==> src/rtl/mig_tt_sweeper.sv <==
// ---------------------------------------------------------------------------------------------
// mig_tt_sweeper
//
// Upstream driver/collector for a small combinational cell (x0..x{N-1} -> y0). On an accepted
// start it walks every input minterm in ascending order, holds each one on x_out for
// SETTLE_CYCLES cycles, samples the cell output on y_in for one more cycle, and assembles the
// complete truth table on tt_out.
//
// Optional feature (macro MIG_SWEEP_CMP_EN): adds expected_tt / mismatch. The final table is
// compared against expected_tt on the transition into DONE and the result is registered.
//
// Parameters
//   N_INPUTS       number of cell inputs (1..6); table width TT_W = 2**N_INPUTS
//   SETTLE_CYCLES  cycles x_out is held before y_in is sampled (0..15)
//
// Ports
//   clk          in   rising-edge clock
//   rst          in   asynchronous reset, active-high
//   start        in   sweep request, accepted in IDLE or DONE only
//   x_out        out  minterm driven to the cell (bit0 = x0), registered
//   y_in         in   cell output for the current x_out
//   busy         out  high while a sweep is in progress
//   done         out  high from sweep end until the next accepted start
//   tt_out       out  truth table, tt_out[i] = y_in sampled while x_out == i
//   expected_tt  in   reference table (MIG_SWEEP_CMP_EN only), stable while busy
//   mismatch     out  registered tt_out != expected_tt (MIG_SWEEP_CMP_EN only)
// ---------------------------------------------------------------------------------------------
module mig_tt_sweeper #(
   parameter int unsigned N_INPUTS      = 4,
   parameter int unsigned SETTLE_CYCLES = 1
) (
   input  logic                     clk,
   input  logic                     rst,
   input  logic                     start,
   output logic [N_INPUTS-1:0]      x_out,
   input  logic                     y_in,
   output logic                     busy,
   output logic                     done,
   output logic [(1<<N_INPUTS)-1:0] tt_out
`ifdef MIG_SWEEP_CMP_EN
   ,
   input  logic [(1<<N_INPUTS)-1:0] expected_tt,
   output logic                     mismatch
`endif
);

   localparam int unsigned TT_W  = 1 << N_INPUTS;
   // One spare bit so the last-minterm compare can never alias through a wrap.
   localparam int unsigned IDX_W = N_INPUTS + 1;
   localparam logic [IDX_W-1:0] LAST_IDX = IDX_W'(TT_W - 1);
   // The down-counter is loaded with SETTLE_CYCLES-1 so SETTLE lasts exactly SETTLE_CYCLES.
   localparam logic [3:0] SETTLE_INIT = (SETTLE_CYCLES == 0) ? 4'd0 : 4'(SETTLE_CYCLES - 1);

   typedef enum logic [1:0] {
      StIdle,
      StSettle,
      StSample,
      StDone
   } state_e;

   state_e           state_q, state_d;
   logic [IDX_W-1:0] idx_q, idx_d;
   logic [3:0]       cnt_q, cnt_d;
   logic [TT_W-1:0]  tt_q, tt_d;
`ifdef MIG_SWEEP_CMP_EN
   logic             mismatch_q, mismatch_d;
`endif

   // ------------------------------------------------------------------------------------------
   // State registers
   // ------------------------------------------------------------------------------------------
   always_ff @(posedge clk or posedge rst) begin
      if (rst) begin
         state_q    <= StIdle;
         idx_q      <= '0;
         cnt_q      <= '0;
         tt_q       <= '0;
`ifdef MIG_SWEEP_CMP_EN
         mismatch_q <= 1'b0;
`endif
      end else begin
         state_q    <= state_d;
         idx_q      <= idx_d;
         cnt_q      <= cnt_d;
         tt_q       <= tt_d;
`ifdef MIG_SWEEP_CMP_EN
         mismatch_q <= mismatch_d;
`endif
      end
   end

   // ------------------------------------------------------------------------------------------
   // Next-state logic
   // ------------------------------------------------------------------------------------------
   always_comb begin
      state_d    = state_q;
      idx_d      = idx_q;
      cnt_d      = cnt_q;
      tt_d       = tt_q;
`ifdef MIG_SWEEP_CMP_EN
      mismatch_d = mismatch_q;
`endif

      case (state_q)
         // IDLE and DONE accept start identically; a restart from DONE discards the old table.
         StIdle, StDone: begin
            if (start) begin
               idx_d = '0;
               cnt_d = SETTLE_INIT;
               tt_d  = '0;
`ifdef MIG_SWEEP_CMP_EN
               mismatch_d = 1'b0;
`endif
               if (SETTLE_CYCLES == 0) begin
                  state_d = StSample;
               end else begin
                  state_d = StSettle;
               end
            end
         end

         StSettle: begin
            if (cnt_q == 4'd0) begin
               state_d = StSample;
            end else begin
               cnt_d = cnt_q - 4'd1;
            end
         end

         // start is not looked at here: the last SAMPLE cycle must not relaunch a sweep.
         StSample: begin
            tt_d[idx_q[N_INPUTS-1:0]] = y_in;
            if (idx_q == LAST_IDX) begin
               // idx stays at the last minterm so x_out holds TT_W-1 in DONE.
               state_d = StDone;
`ifdef MIG_SWEEP_CMP_EN
               // Compare the table including the bit written this cycle.
               mismatch_d = (tt_d != expected_tt);
`endif
            end else begin
               idx_d = idx_q + IDX_W'(1);
               cnt_d = SETTLE_INIT;
               if (SETTLE_CYCLES == 0) begin
                  state_d = StSample;
               end else begin
                  state_d = StSettle;
               end
            end
         end

         default: begin
            state_d = StIdle;
         end
      endcase
   end

   // ------------------------------------------------------------------------------------------
   // Outputs, all taken straight from registers
   // ------------------------------------------------------------------------------------------
   always_comb begin
      x_out  = idx_q[N_INPUTS-1:0];
      busy   = (state_q == StSettle) || (state_q == StSample);
      done   = (state_q == StDone);
      tt_out = tt_q;
   end

`ifdef MIG_SWEEP_CMP_EN
   assign mismatch = mismatch_q;
`endif

endmodule

==> config.mk <==
export PLATFORM = sky130hd
export DESIGN_NAME = mig_tt_sweeper
export DESIGN_NICKNAME = d
export VERILOG_FILES = /design/src/rtl/mig_tt_sweeper.sv
export SDC_FILE = /design/constraint.sdc
export NUM_CORES = 1
export LEC_CHECK = 0
export CORE_ASPECT_RATIO = 0.75
export CORE_MARGIN = 2
export CORE_UTILIZATION = 57
export DETAILED_ROUTE_END_ITERATION = 16
export PLACE_DENSITY = 0.84
export SKIP_CTS_REPAIR_TIMING = 1
export SYNTH_ARGS = -nofsm -noshare
export SYNTH_HDL_FRONTEND = slang
export SYNTH_SLANG_ARGS = --single-unit
==> constraint.sdc <==
create_clock -name clk -period 3.05 [get_ports clk]
set_clock_uncertainty 0.1 [all_clocks]
set_input_delay 0.61 -clock clk [delete_from_list [all_inputs] [get_ports clk]]
set_output_delay 0.61 -clock clk [all_outputs]
set_load 0.05 [all_outputs]
==> flow_metrics.tcl, run 1 <==
set metrics [dict create \
    hold_viol_final 0 \
    io_pins 26 \
    worst-r2r-cell-count 6 \
    post_synth_num_cell_types 43 \
    critPathLaunch "state_q[0]" \
    seq_power_share 0.326 \
    multi_input_area_um2 831 \
    worstPathRequired_ns 2.34 \
    syn_nets 172 \
    seq_area_frac_synth 0.408 \
    htreeDepth 1 \
    fp.dieW_um 66.2 \
    swShare 0.462 \
    antenna_found_initial 0 \
    worstPathCellList "inv_1 -> ha_1 -> inv_1 -> clkdlybuf4s50_1" \
    synth_edf_count 0 \
    placementRows 16 \
    criticalPathCategory "register to primary output" \
    status "finished, final reports clean" \
    fin_hold_ws_ns 0.428 \
    start_util 0.617 \
    vias 1350 \
    switching_power_mw 0.642 \
    finalNonFillerCells 209 \
    cpMaxStageDelayCell "clkdlybuf4s50_1" \
    combPwrFrac 0.529 \
    fillers 220 \
    finalNetCount 188 \
    synth.avg_cell_area_um2 10.5 \
    yosys_warnings 0 \
    fin_setup_tns_ns 0 \
    cts.path.max_buffers 2 \
    wl_per_cell_um 17.8 \
    synth_area_leaders "dfrtp_1, ha_1, a32o_1, nand3_1, nand2_1" \
    portBuffers 25 \
    grtUsageTotal 0.249 \
    hold_class "register to register" \
    ir_drop_uv 586 \
    drc_errors 0 \
    drtAntennaViolNets 0 \
    r2r-end "cnt_q[3]" \
    drive_above_1_share 0.0867 \
    fmax_mhz 353 \
    drv_cap 0 \
    worst-path-max-fanout 9 \
    finalCriticalPeriod_ns 2.84 \
    finalWeightedCongestion 0.849 \
    synth_area_um2 1660 \
    grt_pass1_vias 1314 \
    antennaDiodeCount 0 \
    fp.dieArea_um2 3360 \
    cts.sinks 27 \
    syn_to_final_growth_pct 14.5 \
    grt_max_degree 28 \
    endpoint "busy" \
    final-seq-area_um2 676 \
    yosys_register_bits 27 \
    grt_pass1_wl_mm 6.33 \
    cts_buffers 3 \
    slew_headroom 0.545 \
    root_buffer "clkbuf_8" \
    ff2ff_setup_slack_ns 0.83 \
    synth_flop_cell "dfrtp_1" \
    p_per_area_nw_per_um2 733 \
    die_h_um 50.7 \
    cp_common_cell "inv_1" \
    core_um2 2680 \
    intPower_mw 0.748 \
    via_per_inst 6.46 \
    insertion_delay_ns 0.27 \
    place_hpwl_mm 2.62 \
    power_leakage_nw 0.811 \
    finalCritPeriodShare 0.930 \
    cts_tree "done" \
    dr.pass1.iters 4 \
    cp_slowest_stage_delay_ns 0.81 \
    drtIter0Drc 114 \
    crit_path_start_kind "register" \
    final_max_slew_viol_count 0 \
    worst_pin_slew_ns 0.664 \
    crit_arrival_ns 2.13 \
    rsz0062_at_grt "no" \
    setup_viol 0 \
    yosysTopAreaCell "dfrtp_1" \
    timing.rr.start "idx_q[0]" \
    syn_inst 158 \
    async_flop_share 1.00 \
    drt-total-wl_mm 3.73 \
    critPathCaptureType "primary output" \
    grt-ovfl-total 0 \
    post-synth-top-area-fraction 0.408 \
    dp.cells 205 \
    clkPwrFrac 0.145 \
    path_clk_slew_ns 0.09 \
]
[synthesized netlist by cell type (2+ instances only)]
library cell,count
a221o_1,3
a22o_1,3
a31oi_1,3
a32o_1,10
a32o_2,2
buf_2,7
buf_4,4
buf_6,2
dfrtp_1,27
ha_1,10
inv_1,11
mux2i_1,3
nand2_1,12
nand3_1,14
nand3b_1,4
nand4_1,2
nor2b_1,6
o211ai_1,3
o21ai_0,3
o22ai_1,2
o31ai_1,4
or3b_1,2
[cell usage in the layout, fill, tap and decap left out, types with 2 or more instances in the layout]
cell              n
o211ai_1          3
nand3_1          14
ha_1             10
a32o_1           10
o21ai_0           3
clkbuf_8          3
nor2b_1           6
nand4_1           2
a32o_2            2
or3b_1            2
nand3b_1          4
a22o_1            3
dfrtp_1          27
a221o_1           3
inv_1            11
nand2_1          12
clkdlybuf4s50_1  25
o22ai_1           2
mux2i_1           3
o31ai_1           4
a31oi_1           3
[power groups by stage]
stage	Combinational, mW	Clock [mW]	Sequential, mW
2_1_floorplan	0.594	0	0.476
3_3_place_gp	0.697	0	0.451
3_5_place_dp	0.729	0	0.459
4_1_cts	0.732	0.203	0.452
5_1_grt	0.796	0.217	0.461
6_report	0.736	0.202	0.453
[layout make-up]
type / count / share of cell area
repair buffers: 26 / 0.136
clock buffers: 4 / 0.0238
multi-input cells: 105 / 0.438
inverters: 11 / 0.0218
flip-flops and latches: 27 / 0.356
well taps: 36 / 0.0238
[registers in the layout, summed over array words and instances, names as in the netlist]
name,cells
state_q,2
cnt_q,4
tt_out,16
idx_q,5
[how the worst min path moves through the flow]
stage,start,cells after the start,endpoint
finish,tt_out[5],1,tt_out[5]
global route,tt_out[8],1,tt_out[8]
CTS,tt_out[5],1,tt_out[5]
detailed placement,idx_q[4],1,idx_q[4]
global placement,idx_q[4],1,idx_q[4]
floorplan,idx_q[4],1,idx_q[4]
[kinds of logic (layout without fill, tap and decap cells)]
kind of cell	count (synthesis)	count (layout)	synth area share
AOI/OAI and AO/OA	37	37	0.187
muxes	4	4	0.0272
adders and majority gates	10	10	0.0756
buffers and inverters	26	41	0.0899
and+or+nand+nor	54	54	0.212
DFF	27	27	0.408
[metrics by stage]
stage | util | area (µm²) | power, mW | setup WS [ns]
6_report | 0.707 | 1900 | 1.39 | 0.213
2_1_floorplan | - | 1660 | 1.07 | 1.15
3_5_place_dp | 0.690 | 1850 | 1.19 | 0.504
5_1_grt | 0.707 | 1900 | 1.47 | 0.125
4_1_cts | 0.707 | 1900 | 1.39 | 0.206
3_3_place_gp | 0.690 | 1850 | 1.15 | 0.611
[routing by layer]
metal	up-vias	track usage	share of wire
met5	-	0	0
met4	0	0.0714	0.015
met3	10	0.0426	0.052
met2	58	0.393	0.48
met1	670	0.354	0.45
li1	612	-	-
[worst max-delay path: cells and delay by family (launching register included)]
kind / cells / cell delay [ns]
adder cells (fa/ha/maj): 1 / 0.44
buffers and inverters: 3 / 0.99
flip-flops: 1 / 0.42
Power figures use the tool's default switching activity.
==> run 2, diff against run 1 <==
- CTS_BUF_LIST: unset -> sky130_fd_sc_hd__clkbuf_8
- clock period: 3.05 -> 3.4 ns (I/O delays scaled with it)
==> flow_metrics.tcl, run 2 (same netlist as run 1, synthesis figures left out) <==
set metrics [dict create \
    finalWeightedCongestion 0.849 \
    placed_area_um2 1850 \
    syn_to_final_growth_pct 14.5 \
    path_clk_slew_ns 0.09 \
    htreeDepth 1 \
    worstPathRequired_ns 2.62 \
    fp.dieArea_um2 3360 \
    cp_common_cell "inv_1" \
    finalCritPeriodShare 0.854 \
    cts.sinks 27 \
    criticalPathCategory "register to primary output" \
    slew_headroom 0.554 \
    placementRows 16 \
    min_from "tt_out[5]" \
    cts_tree "done" \
    core_um2 2680 \
    r2r-end "tt_out[6]" \
    worstHoldPathCells 1 \
    critPathCaptureType "primary output" \
    finalNetCount 188 \
    drtIter0Drc 105 \
    drc_errors 0 \
    final_max_slew_viol_count 0 \
    worst-r2r-cell-count 5 \
    worstPathCellList "inv_1 -> ha_1 -> inv_1 -> clkdlybuf4s50_1" \
    hold_viol_final 0 \
    rsz0062_at_grt "no" \
    timing.rr.start "state_q[0]" \
    crit_path_start_kind "register" \
    start_util 0.617 \
    grt_max_degree 28 \
    design_area_um2 1900 \
    io_pins 26 \
    final_cell_mix "dfrtp_1, clkdlybuf4s50_1, nand3_1, nand2_1, inv_1" \
    power_mw 1.24 \
    portBuffers 25 \
    crit_arrival_ns 2.12 \
    cp_slowest_stage_delay_ns 0.81 \
    power_leakage_nw 0.815 \
    via_per_inst 6.44 \
    fp.dieW_um 66.2 \
    die_h_um 50.7 \
    antenna_found_initial 0 \
    drive_above_1_share 0.0867 \
    largest_reg_flops 16 \
    worst_pin_slew_ns 0.650 \
    grtUsageTotal 0.249 \
    fmax_mhz 344 \
    worst-path-max-fanout 9 \
    fillers 220 \
    fin_hold_ws_ns 0.429 \
    p_per_area_nw_per_um2 654 \
    grt_pass1_vias 1314 \
    finalCriticalPeriod_ns 2.90 \
    layout_commonest_cell "dfrtp_1" \
    vias 1346 \
    fin_setup_tns_ns 0 \
    drt-total-wl_mm 3.70 \
    hold_class "register to register" \
    root_buffer "clkbuf_8" \
    dr.pass1.iters 4 \
    grt-ovfl-total 0 \
    cts_buffers 3 \
    grt_pass1_wl_mm 6.33 \
    ff2ff_setup_slack_ns 1.19 \
    setup_viol 0 \
    status "finished, final reports clean" \
    place_hpwl_mm 2.62 \
    cpMaxStageDelayCell "clkdlybuf4s50_1" \
    wl_per_cell_um 17.7 \
    antennaDiodeCount 0 \
    cts.path.max_buffers 2 \
    drv_cap 0 \
    ir_drop_uv 521 \
    hold_end "tt_out[5]" \
    drtAntennaViolNets 0 \
    insertion_delay_ns 0.27 \
]
==> run 2: cell count changes in the layout (fill, tap and decap cells not counted) <==
cell,change
inv_1,+1
clkbuf_1,-1
==> run 2: critical path, delay by kind of cell, from the launching register on <==
kind,cells,cell delay (ns)
buf+inv,3,1.00
fa+ha+maj,1,0.44
flops,1,0.42
==> run 2: report_power, final <==
group / switching, mW / total [mW] / internal [mW]
logic: 0.433 / 0.658 / 0.225
clock network: 0.0957 / 0.177 / 0.0809
registers: 0.0438 / 0.406 / 0.362
total: 0.572 / 1.24 / 0.668
==> run 2: final cells by class <==
class                           count  area [µm²]  share of cell area
Clock buffer                        3        41.3              0.0218
Multi-Input combinational cell    105         831               0.438
Inverter                           11        41.3              0.0218
Sequential cell                    27         676               0.356
Clock inverter                      1        3.75             0.00198
Timing Repair Buffer               26         258               0.136
Tap cell                           36        45.0              0.0238
==> run 2: worst max path at each step <==
stage                     from  slack, ns   end  depth (start not counted)
floorplan           state_q[0]       1.45  busy                          4
global placement    state_q[0]       0.89  busy                          4
detailed placement  state_q[0]       0.78  busy                          4
CTS                 state_q[0]       0.49  busy                          4
global route        state_q[0]       0.41  busy                          4
finish              state_q[0]       0.50  busy                          4
==> run 2: through the flow <==
step                 util  instances  setup WS [ns]
floorplan               -        158           1.45
global placement    0.690        205          0.891
detailed placement  0.690        205          0.784
CTS                 0.707        209          0.486
global route        0.707        209          0.405
finish              0.707        209          0.497
==> run 2: layer usage <==
metal	part of all wire	global-route usage	vias up	wire [µm]
met5	0	0	-	0
met4	0.018	0.0714	0	65
met3	0.055	0.0426	10	205
met2	0.48	0.393	62	1780
met1	0.44	0.354	660	1640
li1	-	-	614	-
==> run 3, diff against run 2 <==
- CAP_MARGIN: unset -> 20
- GPL_TIMING_DRIVEN: unset -> 0
- MAX_ROUTING_LAYER: unset -> met4
==> flow_metrics.tcl, run 3 (same netlist as run 1, synthesis figures left out) <==
set metrics [dict create \
    layout_commonest_cell "dfrtp_1" \
    cts.path.max_buffers 2 \
    pre_cts_ws_ns 0.847 \
    grt_pass1_vias 1343 \
    path_delay_family "buffers and inverters" \
    path_clk_slew_ns 0.09 \
    p_per_area_nw_per_um2 658 \
    fmax_mhz 352 \
    fillers 198 \
    ir_drop_uv 632 \
    dr.pass1.iters 4 \
    critPathLaunch "state_q[0]" \
    io_pins 26 \
    drive_above_1_share 0.160 \
    worstPathCellList "inv_1 -> ha_1 -> buf_6 -> inv_1 -> clkdlybuf4s50_1" \
    criticalPathCategory "register to primary output" \
    worst-path-max-fanout 9 \
    fp.dieW_um 66.2 \
    htreeDepth 1 \
    final_cell_mix "dfrtp_1, clkdlybuf4s50_1, nand3_1, nand2_1, inv_1" \
    root_buffer "clkbuf_8" \
    drv_cap 0 \
    grt_max_degree 28 \
    finalWorstSetupSlack_ns 0.560 \
    power_leakage_nw 0.902 \
    finalCritPeriodShare 0.835 \
    grt_pass1_wl_mm 6.22 \
    cp_slowest_stage_delay_ns 0.79 \
    die_h_um 50.7 \
    timing.rr.start "idx_q[0]" \
    placementRows 16 \
    met2_usage 0.390 \
    worstPathRequired_ns 2.62 \
    vias 1388 \
    crit_arrival_ns 2.06 \
    final_max_slew_viol_count 0 \
    antennaDiodeCount 0 \
    rsz0062_at_grt "no" \
    status "finished, final reports clean" \
    grtUsageTotal 0.252 \
    hold_viol_final 0 \
    min_from "tt_out[4]" \
    syn_to_final_growth_pct 22.2 \
    cpMaxStageDelayCell "clkdlybuf4s50_1" \
    slew_headroom 0.556 \
    drc_errors 0 \
    path_depth 5 \
    critPathCaptureType "primary output" \
    use_met3 0.0538 \
    cts_tree "done" \
    cp_common_cell "inv_1" \
    cts_buffers 3 \
    fp.dieArea_um2 3360 \
    crit_path_start_kind "register" \
    grt-ovfl-total 0 \
    ff2ff_setup_slack_ns 1.20 \
    via_per_inst 6.20 \
    start_util 0.617 \
    hold_class "register to register" \
    drtIter0Drc 69 \
    finalCriticalPeriod_ns 2.84 \
    portBuffers 25 \
    r2r-end "idx_q[4]" \
    worst-r2r-cell-count 6 \
    largest_reg_flops 16 \
    finalNetCount 203 \
    finalWeightedCongestion 0.860 \
    worst_pin_slew_ns 0.647 \
    fin_setup_tns_ns 0 \
    place_hpwl_mm 2.71 \
    use_met1 0.349 \
    wl_per_cell_um 17.2 \
    drt-total-wl_mm 3.85 \
    endpoint "busy" \
    setup_viol 0 \
    crit_buf_inv 4 \
    antenna_found_initial 0 \
    core_um2 2680 \
    drtAntennaViolNets 0 \
    cts.sinks 27 \
    insertion_delay_ns 0.27 \
    busiest_layer "met2" \
    fin_hold_ws_ns 0.428 \
]
[run 3: layout make-up]
cell class              count  area (µm²)  area share
well taps                  36        45.0      0.0223
plain buffers              15         108      0.0532
clock buffers               3        41.3      0.0204
repair buffers             26         278       0.137
multi-input cells         105         831       0.411
flip-flops and latches     27         676       0.334
inverters                  11        41.3      0.0204
clock inverters             1        3.75     0.00186
[run 3: layer usage]
layer	up-vias	routed length, µm
met1	689	1770
met4	0	17
met3	4	206
met5	-	0
met2	53	1850
li1	642	-
[run 3: worst min-delay path by stage]
stage | depth (start not counted) | end | slack, ns
floorplan | 1 | idx_q[4] | 0.37
global placement | 1 | idx_q[4] | 0.40
detailed placement | 1 | tt_out[4] | 0.41
CTS | 1 | tt_out[4] | 0.43
global route | 1 | tt_out[2] | 0.46
finish | 1 | tt_out[4] | 0.43
[run 3: through the flow]
step / cell area, µm² / utilization / power (mW) / instances
floorplan: 1660 / - / 0.960 / 158
global placement: 1950 / 0.727 / 1.11 / 219
detailed placement: 1950 / 0.727 / 1.14 / 219
CTS: 2000 / 0.744 / 1.32 / 223
global route: 2020 / 0.754 / 1.41 / 224
finish: 2020 / 0.754 / 1.33 / 224
[run 3: report_power, final]
part | switching [mW] | internal (mW) | leakage (nW) | total (mW)
combinational | 0.459 | 0.287 | 0.504 | 0.746
clock | 0.101 | 0.0812 | 0.0269 | 0.182
sequential | 0.0422 | 0.362 | 0.370 | 0.404
